[config.mk]
export PLATFORM = sky130hd
export DESIGN_NAME = j4_io_uart
export DESIGN_NICKNAME = d
export VERILOG_FILES = /design/src/rtl/j4_io_uart_pkg.sv /design/src/rtl/j4_io_fifo.sv /design/src/rtl/j4_io_uart.sv
export SDC_FILE = /design/constraint.sdc
export NUM_CORES = 1
export LEC_CHECK = 0
export CORE_AREA = 2 2 161 163
export DETAILED_ROUTE_END_ITERATION = 16
export DIE_AREA = 0 0 163 165
export GPL_ROUTABILITY_DRIVEN = 0
export MAX_ROUTING_LAYER = met4
export PLACE_DENSITY = 0.62
export SETUP_SLACK_MARGIN = 0.3
export SLEW_MARGIN = 20
export SYNTH_ARGS = -nofsm -noshare
export SYNTH_HDL_FRONTEND = slang
export SYNTH_SLANG_ARGS = --single-unit
[constraint.sdc]
create_clock -name clk -period 4.25 [get_ports clk]
set_input_delay 0.85 -clock clk [delete_from_list [all_inputs] [get_ports clk]]
set_output_delay 0.85 -clock clk [all_outputs]
set_load 0.005 [all_outputs]
[src/rtl/j4_io_uart_pkg.sv]
// Shared definitions for the j4 I/O UART: register offsets, STATUS bit
// positions, engine state codes and the bit-length helper.
package j4_io_uart_pkg;

   localparam int WIDTH = 16;

   // Register offsets within the 4-word window
   localparam logic [1:0] UART_DATA   = 2'd0;
   localparam logic [1:0] UART_STATUS = 2'd1;
   localparam logic [1:0] UART_DIV    = 2'd2;

   localparam logic [15:0] UART_BASE_DEFAULT = 16'h4000;

   // STATUS bit positions
   localparam int ST_TX_FULL   = 0;
   localparam int ST_TX_EMPTY  = 1;
   localparam int ST_RX_VALID  = 2;
   localparam int ST_RX_OVERRUN = 3;
   localparam int ST_RX_FERR   = 4;
   localparam int ST_TX_OVFL   = 5;
   localparam int ST_TX_IE     = 6;
   localparam int ST_RX_IE     = 7;

   // Serialiser / deserialiser state codes
   localparam logic [1:0] TX_IDLE  = 2'd0;
   localparam logic [1:0] TX_START = 2'd1;
   localparam logic [1:0] TX_DATA  = 2'd2;
   localparam logic [1:0] TX_STOP  = 2'd3;

   localparam logic [1:0] RX_IDLE  = 2'd0;
   localparam logic [1:0] RX_START = 2'd1;
   localparam logic [1:0] RX_DATA  = 2'd2;
   localparam logic [1:0] RX_STOP  = 2'd3;

   // Sticky flags and interrupt enables held by the STATUS register
   typedef struct packed {
      logic rx_ie;
      logic tx_ie;
      logic tx_overflow;
      logic rx_frame_err;
      logic rx_overrun;
   } uart_ctrl_t;

   // A divisor of zero still gives one clock per bit
   function automatic logic [15:0] bit_len(input logic [15:0] div);
      return (div == 16'd0) ? 16'd1 : div;
   endfunction

endpackage

[src/rtl/j4_io_fifo.sv]
// Synchronous FIFO, depth 2**AW. A push while full is accepted only when a
// pop frees a slot in the same cycle; a pop while empty is ignored.
module j4_io_fifo #(
   parameter int W  = 8,
   parameter int AW = 2
) (
   input  logic         clk,
   input  logic         rst_n,
   input  logic         push,
   input  logic [W-1:0] din,
   input  logic         pop,
   output logic         full,
   output logic         empty,
   output logic [W-1:0] head
);

   localparam int          DEPTH     = 1 << AW;
   localparam logic [AW:0] DEPTH_CNT = (AW+1)'(DEPTH);

   logic [W-1:0]  mem [DEPTH];
   logic [AW-1:0] wr_ptr;
   logic [AW-1:0] rd_ptr;
   logic [AW:0]   count;
   logic          do_push;
   logic          do_pop;

   assign empty   = (count == '0);
   assign full    = (count == DEPTH_CNT);
   assign do_pop  = pop & ~empty;
   assign do_push = push & (~full | do_pop);
   assign head    = mem[rd_ptr];

   // Storage array: written on an accepted push, no reset needed
   always_ff @(posedge clk) begin
      if (do_push) mem[wr_ptr] <= din;
   end

   // Pointers wrap naturally; count tracks occupancy in AW+1 bits
   always_ff @(posedge clk or negedge rst_n) begin
      if (!rst_n) begin
         wr_ptr <= '0;
         rd_ptr <= '0;
         count  <= '0;
      end else begin
         if (do_push) wr_ptr <= wr_ptr + AW'(1);
         if (do_pop)  rd_ptr <= rd_ptr + AW'(1);
         case ({do_push, do_pop})
            2'b10:   count <= count + (AW+1)'(1);
            2'b01:   count <= count - (AW+1)'(1);
            default: count <= count;
         endcase
      end
   end

endmodule

[src/rtl/j4_io_uart.sv]
// Memory-mapped UART responder on the j4 I/O bus: TX FIFO + serialiser,
// RX deserialiser + FIFO, STATUS and DIVISOR registers.
//
// Bus handshake: there is no ready; every access completes in zero wait
// states. io_in is combinational from io_ptr and is zero outside the
// window. A write (io_we) and a DATA-read pop (io_re) both take effect at
// the posedge where they are sampled, independently of each other. The
// internal FIFOs use the same rule: push/pop are one-cycle strobes that
// act at the posedge, qualified by full/empty.
module j4_io_uart
   import j4_io_uart_pkg::*;
#(
   parameter logic [15:0] BASE_ADDR = UART_BASE_DEFAULT,
   parameter int          FIFO_AW   = 2,
   parameter logic [15:0] DIV_RESET = 16'd868
) (
   input  logic             clk,
   input  logic             rst_n,
   input  logic             io_we,
   input  logic             io_re,
   input  logic [WIDTH-1:0] io_ptr,
   input  logic [WIDTH-1:0] io_out,
   output logic [WIDTH-1:0] io_in,
   output logic             uart_tx,
   input  logic             uart_rx,
   output logic             irq
);

   // ---------------- bus decode ----------------
   logic       hit;
   logic [1:0] offset;
   logic       wr_data, rd_data, wr_status, wr_div;

   assign hit       = (io_ptr[15:2] == BASE_ADDR[15:2]);
   assign offset    = io_ptr[1:0];
   assign wr_data   = io_we & hit & (offset == UART_DATA);
   assign rd_data   = io_re & hit & (offset == UART_DATA);
   assign wr_status = io_we & hit & (offset == UART_STATUS);
   assign wr_div    = io_we & hit & (offset == UART_DIV);

   // ---------------- FIFOs ----------------
   logic       tx_full, tx_fifo_empty, tx_pop;
   logic [7:0] tx_head;
   logic       rx_full, rx_fifo_empty, rx_push;
   logic [7:0] rx_head, rx_shreg;

   j4_io_fifo #(.W(8), .AW(FIFO_AW)) u_tx_fifo (
      .clk   (clk),
      .rst_n (rst_n),
      .push  (wr_data),
      .din   (io_out[7:0]),
      .pop   (tx_pop),
      .full  (tx_full),
      .empty (tx_fifo_empty),
      .head  (tx_head)
   );

   j4_io_fifo #(.W(8), .AW(FIFO_AW)) u_rx_fifo (
      .clk   (clk),
      .rst_n (rst_n),
      .push  (rx_push),
      .din   (rx_shreg),
      .pop   (rd_data),
      .full  (rx_full),
      .empty (rx_fifo_empty),
      .head  (rx_head)
   );

   // ---------------- registers ----------------
   logic [15:0] div_reg;
   uart_ctrl_t  ctrl;

   // Baud divisor, R/W at offset 2
   always_ff @(posedge clk or negedge rst_n) begin
      if (!rst_n) div_reg <= DIV_RESET;
      else if (wr_div) div_reg <= io_out;
   end

   // ---------------- TX serialiser ----------------
   logic [1:0]  tx_state;
   logic [15:0] tx_cnt, tx_len;
   logic [2:0]  tx_bitn;
   logic [7:0]  tx_shreg;
   logic        tx_bit_end, tx_empty;

   assign tx_bit_end = (tx_cnt == tx_len - 16'd1);
   assign tx_pop     = ~tx_fifo_empty &
                       ((tx_state == TX_IDLE) | ((tx_state == TX_STOP) & tx_bit_end));
   assign tx_empty   = tx_fifo_empty & (tx_state == TX_IDLE);

   // Frame sequencer; the bit length is latched at the start of every frame
   always_ff @(posedge clk or negedge rst_n) begin
      if (!rst_n) begin
         tx_state <= TX_IDLE;
         tx_cnt   <= '0;
         tx_len   <= 16'd1;
         tx_bitn  <= '0;
         tx_shreg <= '0;
         uart_tx  <= 1'b1;
      end else begin
         case (tx_state)
            TX_IDLE: begin
               if (tx_pop) begin
                  tx_state <= TX_START;
                  tx_len   <= bit_len(div_reg);
                  tx_cnt   <= '0;
                  tx_shreg <= tx_head;
                  uart_tx  <= 1'b0;
               end
            end
            TX_START: begin
               if (tx_bit_end) begin
                  tx_state <= TX_DATA;
                  tx_cnt   <= '0;
                  tx_bitn  <= '0;
                  uart_tx  <= tx_shreg[0];
               end else begin
                  tx_cnt <= tx_cnt + 16'd1;
               end
            end
            TX_DATA: begin
               if (tx_bit_end) begin
                  tx_cnt <= '0;
                  if (tx_bitn == 3'd7) begin
                     tx_state <= TX_STOP;
                     uart_tx  <= 1'b1;
                  end else begin
                     tx_bitn  <= tx_bitn + 3'd1;
                     tx_shreg <= {1'b0, tx_shreg[7:1]};
                     uart_tx  <= tx_shreg[1];
                  end
               end else begin
                  tx_cnt <= tx_cnt + 16'd1;
               end
            end
            default: begin // TX_STOP
               if (tx_bit_end) begin
                  tx_cnt <= '0;
                  if (tx_pop) begin
                     tx_state <= TX_START;
                     tx_len   <= bit_len(div_reg);
                     tx_shreg <= tx_head;
                     uart_tx  <= 1'b0;
                  end else begin
                     tx_state <= TX_IDLE;
                  end
               end else begin
                  tx_cnt <= tx_cnt + 16'd1;
               end
            end
         endcase
      end
   end

   // ---------------- RX deserialiser ----------------
   logic        rx_meta, rx_s, rx_d;
   logic [1:0]  rx_state;
   logic [15:0] rx_cnt, rx_len, rx_new_len;
   logic [2:0]  rx_bitn;
   logic        rx_fall, rx_tick, rx_stop_tick, rx_ferr_set;

   // Two-flop synchroniser plus one delay stage for edge detection
   always_ff @(posedge clk or negedge rst_n) begin
      if (!rst_n) begin
         rx_meta <= 1'b1;
         rx_s    <= 1'b1;
         rx_d    <= 1'b1;
      end else begin
         rx_meta <= uart_rx;
         rx_s    <= rx_meta;
         rx_d    <= rx_s;
      end
   end

   assign rx_fall      = rx_d & ~rx_s;
   assign rx_tick      = (rx_cnt == 16'd0);
   assign rx_new_len   = bit_len(div_reg);
   assign rx_stop_tick = (rx_state == RX_STOP) & rx_tick;
   assign rx_push      = rx_stop_tick & rx_s;
   assign rx_ferr_set  = rx_stop_tick & ~rx_s;

   // Samples mid-bit: first at half a bit after the falling edge, then
   // once per bit. With a one-clock bit the edge cycle itself is the
   // start sample, so the engine goes straight to DATA.
   always_ff @(posedge clk or negedge rst_n) begin
      if (!rst_n) begin
         rx_state <= RX_IDLE;
         rx_cnt   <= '0;
         rx_len   <= 16'd1;
         rx_bitn  <= '0;
         rx_shreg <= '0;
      end else begin
         case (rx_state)
            RX_IDLE: begin
               if (rx_fall) begin
                  rx_len  <= rx_new_len;
                  rx_bitn <= '0;
                  if (rx_new_len[15:1] == 15'd0) begin
                     rx_state <= RX_DATA;
                     rx_cnt   <= rx_new_len - 16'd1;
                  end else begin
                     rx_state <= RX_START;
                     rx_cnt   <= (rx_new_len >> 1) - 16'd1;
                  end
               end
            end
            RX_START: begin
               if (rx_tick) begin
                  if (rx_s) begin
                     rx_state <= RX_IDLE;
                  end else begin
                     rx_state <= RX_DATA;
                     rx_cnt   <= rx_len - 16'd1;
                  end
               end else begin
                  rx_cnt <= rx_cnt - 16'd1;
               end
            end
            RX_DATA: begin
               if (rx_tick) begin
                  rx_shreg <= {rx_s, rx_shreg[7:1]};
                  rx_cnt   <= rx_len - 16'd1;
                  if (rx_bitn == 3'd7) rx_state <= RX_STOP;
                  else rx_bitn <= rx_bitn + 3'd1;
               end else begin
                  rx_cnt <= rx_cnt - 16'd1;
               end
            end
            default: begin // RX_STOP
               if (rx_tick) rx_state <= RX_IDLE;
               else rx_cnt <= rx_cnt - 16'd1;
            end
         endcase
      end
   end

   // ---------------- status flags and irq ----------------
   logic rx_valid, tx_ovfl_set, rx_ovr_set;

   assign rx_valid    = ~rx_fifo_empty;
   assign tx_ovfl_set = wr_data & tx_full & ~tx_pop;
   assign rx_ovr_set  = rx_push & rx_full & ~rd_data;

   // Sticky flags: a new event in the same cycle as a W1C clear wins
   always_ff @(posedge clk or negedge rst_n) begin
      if (!rst_n) begin
         ctrl <= '0;
      end else begin
         ctrl.rx_overrun   <= rx_ovr_set  | (ctrl.rx_overrun   & ~(wr_status & io_out[ST_RX_OVERRUN]));
         ctrl.rx_frame_err <= rx_ferr_set | (ctrl.rx_frame_err & ~(wr_status & io_out[ST_RX_FERR]));
         ctrl.tx_overflow  <= tx_ovfl_set | (ctrl.tx_overflow  & ~(wr_status & io_out[ST_TX_OVFL]));
         if (wr_status) begin
            ctrl.tx_ie <= io_out[ST_TX_IE];
            ctrl.rx_ie <= io_out[ST_RX_IE];
         end
      end
   end

   // Registered interrupt request
   always_ff @(posedge clk or negedge rst_n) begin
      if (!rst_n) irq <= 1'b0;
      else irq <= (rx_valid & ctrl.rx_ie) | (tx_empty & ctrl.tx_ie);
   end

   // ---------------- read mux ----------------
   logic [WIDTH-1:0] status_word;

   // Assemble STATUS from live FIFO state and the sticky flags
   always_comb begin
      status_word                = '0;
      status_word[ST_TX_FULL]    = tx_full;
      status_word[ST_TX_EMPTY]   = tx_empty;
      status_word[ST_RX_VALID]   = rx_valid;
      status_word[ST_RX_OVERRUN] = ctrl.rx_overrun;
      status_word[ST_RX_FERR]    = ctrl.rx_frame_err;
      status_word[ST_TX_OVFL]    = ctrl.tx_overflow;
      status_word[ST_TX_IE]      = ctrl.tx_ie;
      status_word[ST_RX_IE]      = ctrl.rx_ie;
   end

   // Combinational read data, zero outside the register window
   always_comb begin
      io_in = '0;
      if (hit) begin
         case (offset)
            UART_DATA:   io_in = rx_valid ? {8'h00, rx_head} : '0;
            UART_STATUS: io_in = status_word;
            UART_DIV:    io_in = div_reg;
            default:     io_in = '0;
         endcase
      end
   end

endmodule

==> results.json <==
{
  "final_cell_mix": "119 x dfrtp_1, 66 x nor2_1, 64 x edfxtp_1",
  "cp.depth": 6,
  "ir_worst_vdd_mv": 0.237,
  "num-nets-final": 1057,
  "die-area_um2": 26900,
  "cts.clk_slew.worst_paths_ns": 0.08,
  "grt_pass1_vias": 7203,
  "final_common_cell": "dfrtp_1",
  "initialDrtViolationCount": 533,
  "core_um2": 25000,
  "cts_hold_buf": 0,
  "clock_path_buffers": 2,
  "synth-seq-cells": 194,
  "crit_start": "io_ptr[2]",
  "setup_viol": 0,
  "crit_path_end_kind": "output port",
  "synth_area_leaders": "dfrtp_1 28%, edfxtp_1 18%, mux2_2 4.9%, mux4_2 3.4%, xnor2_1 3.0%",
  "crit_path_max_incr_delay_ns": 0.50,
  "dp_hpwl_um": 17100,
  "ant_nets": 0,
  "rr_endpoint": "u_tx_fifo.count[2]",
  "critPathTopFamily": "simple AND/OR/NAND/NOR gates",
  "synth_area_leader_cell": "dfrtp_1",
  "cp.required_ns": 3.40,
  "yosysWarnings": 0,
  "crit_path_max_fanout": 9,
  "num_rows": 58,
  "track_usage": 0.196,
  "grt_overflow": 0,
  "run_status": "finished, final reports clean",
  "clock_latency_ns": 0.44,
  "setup_slack_ns": 0.524,
  "tightest_slew_ns": 0.883,
  "antenna_found_initial": 1,
  "startpoint_type": "primary input",
  "worst-path-buf-inv": 2,
  "r2r_start": "tx_len[0]",
  "pwr_density_cell_nw_per_um2": 514,
  "root_buffer": "clkbuf_16",
  "r2r_cells": 15,
  "hold_class": "flop to flop",
  "io_buffers": 54,
  "wl_per_cell_um": 18.3,
  "fmax_mhz": 268,
  "io_pins": 55,
  "drc_errors": 0,
  "postCtsSetupBuffers": 0,
  "viasPerCell": 5.57,
  "tns_ns": 0,
  "via_count": 7444,
  "fin_crit_sh": 0.877,
  "synth_area_per_cell_um2": 11.1,
  "critPathSlowestCell": "clkdlybuf4s50_1",
  "initial_core_util": 0.425,
  "die_width_um": 163,
  "slew_headroom": 0.410,
  "rrSetupSlack_ns": 0.62,
  "routed_wl_um": 24500,
  "syn2layout_area_growth_pct": 14.0,
  "fin_crit_ns": 3.73,
  "grt_first_pass_wirelength_um": 40000,
  "cts_buffers": 17,
  "largest_registers": "u_rx_fifo.mem: 32 flops, u_tx_fifo.mem: 32 flops",
  "crit_chain": "clkdlybuf4s50_1 > nor4_1 > nand4_1 > nor2b_1 > and2_1 > clkdlybuf4s50_1",
  "dr.pass1.iters": 5,
  "fp.dieH_um": 165,
  "synthArstFlopShare": 0.670,
  "ys_types": 84,
  "pre_cts_slack_ns": 0.373,
  "drv_slew": 0,
  "cp_common_cell": "clkdlybuf4s50_1",
  "synthFlopType": "dfrtp_1",
  "crit_arrival_ns": 2.88,
  "netlist_instances": 954,
  "cts.sinks": 194,
  "cts_tree": "done",
  "synth_edf_count": 64,
  "crit_type": "primary input to output port",
  "syn-num-nets": 1018,
  "drv_cap": 0,
  "synthDominantCellAreaShare": 0.280,
  "htree_levels": 4,
  "endpoint": "io_in[8]",
  "clock_skew_ns": 0.0165,
  "synth_area_um2": 10600,
  "rsz0062_at_grt": "false",
  "p_leak_nw": 4.99,
  "seq_area_frac_synth": 0.488,
  "drive_gt1_frac": 0.157,
  "finalHoldViolCount": 0,
  "grt_max_degree": 87
}
per-layer routing:
layer | GRT usage | wire length, um
met1 | 0.279 | 11700
met2 | 0.298 | 11400
met3 | 0.0271 | 1010
met4 | 0.0503 | 315
met5 | - | 0
power by group:
group	total, mW	internal, mW	switching [mW]
combinational	2.18	0.916	1.27
clock	1.65	0.850	0.800
sequential	2.40	2.14	0.266
total	6.24	3.90	2.33
through the flow:
| step | instance area (um2) | power, mW | utilization | std cells | hold WS, ns |
|---|---|---|---|---|---|
| finish | 12100 | 6.24 | 0.484 | 1337 | 0.360 |
| global route | 12100 | 6.65 | 0.484 | 1337 | 0.366 |
| CTS | 12100 | 6.28 | 0.483 | 1336 | 0.360 |
| detailed placement | 11500 | 4.61 | 0.459 | 1304 | 0.349 |
| global placement | 11500 | 4.59 | 0.459 | 1304 | 0.347 |
| floorplan | 10600 | 4.13 | - | 954 | 0.345 |
synthesized netlist by cell type, drive strengths merged (5+ instances only):
library cell	number
nand2b	6
o21a	9
nor4	22
a22o	9
a221oi	8
nand4	14
xnor2	37
and2	17
dfstp	11
dfrtp	119
a21oi	38
o221a	7
edfxtp	64
nand3	23
o211ai	7
mux2i	6
mux4	16
a22oi	10
mux2	56
nand2	63
nor3	24
a211o	5
clkbuf	39
and3	12
nor3b	12
xor2	28
nor2	67
inv	34
o21ai	39
ha	25
o31ai	9
or4	9
nor4b	7
or3	12
o311ai	8
buf	12
nand3b	5
o22ai	6
or2	11
nor2b	12
repair_timing:
| item | in CTS | in global routing |
|---|---|---|
| endpoints found under the hold margin | 0 | 0 |
| resized for setup | 0 | 3 |
| endpoints found under the setup margin | 0 | 2 |
how the worst min path moves through the flow:
| stage | from | endpoint | slack (ns) | cells past startpoint |
|---|---|---|---|---|
| after global placement | rx_meta | rx_s | 0.35 | 0 |
| after floorplan | rx_meta | rx_s | 0.35 | 0 |
| after global routing | rx_meta | rx_s | 0.37 | 0 |
| final | rx_meta | rx_s | 0.36 | 0 |
| after detailed placement | rx_meta | rx_s | 0.35 | 0 |
| after CTS | rx_meta | rx_s | 0.36 | 0 |
cell families after synthesis:
family / share of synthesized area
xor gates and xnor gates: 0.0535
buffers and inverters: 0.0349
DFF: 0.488
muxes: 0.0992
and+or+nand+nor: 0.169
AOI/OAI and AO/OA: 0.122
adders and majority gates: 0.0332
cell type report:
type                       instances  area [um2]
multi-input combinational        674        5090
tap                              330         413
clock inverter                    15         188
clock buffer                      17         425
antenna                            1        2.50
timing repair buffer              71         682
fill                            2229       12900
inverter                          35         131
sequential                       194        5190
No activity file was read; power rests on OpenSTA's default activity.
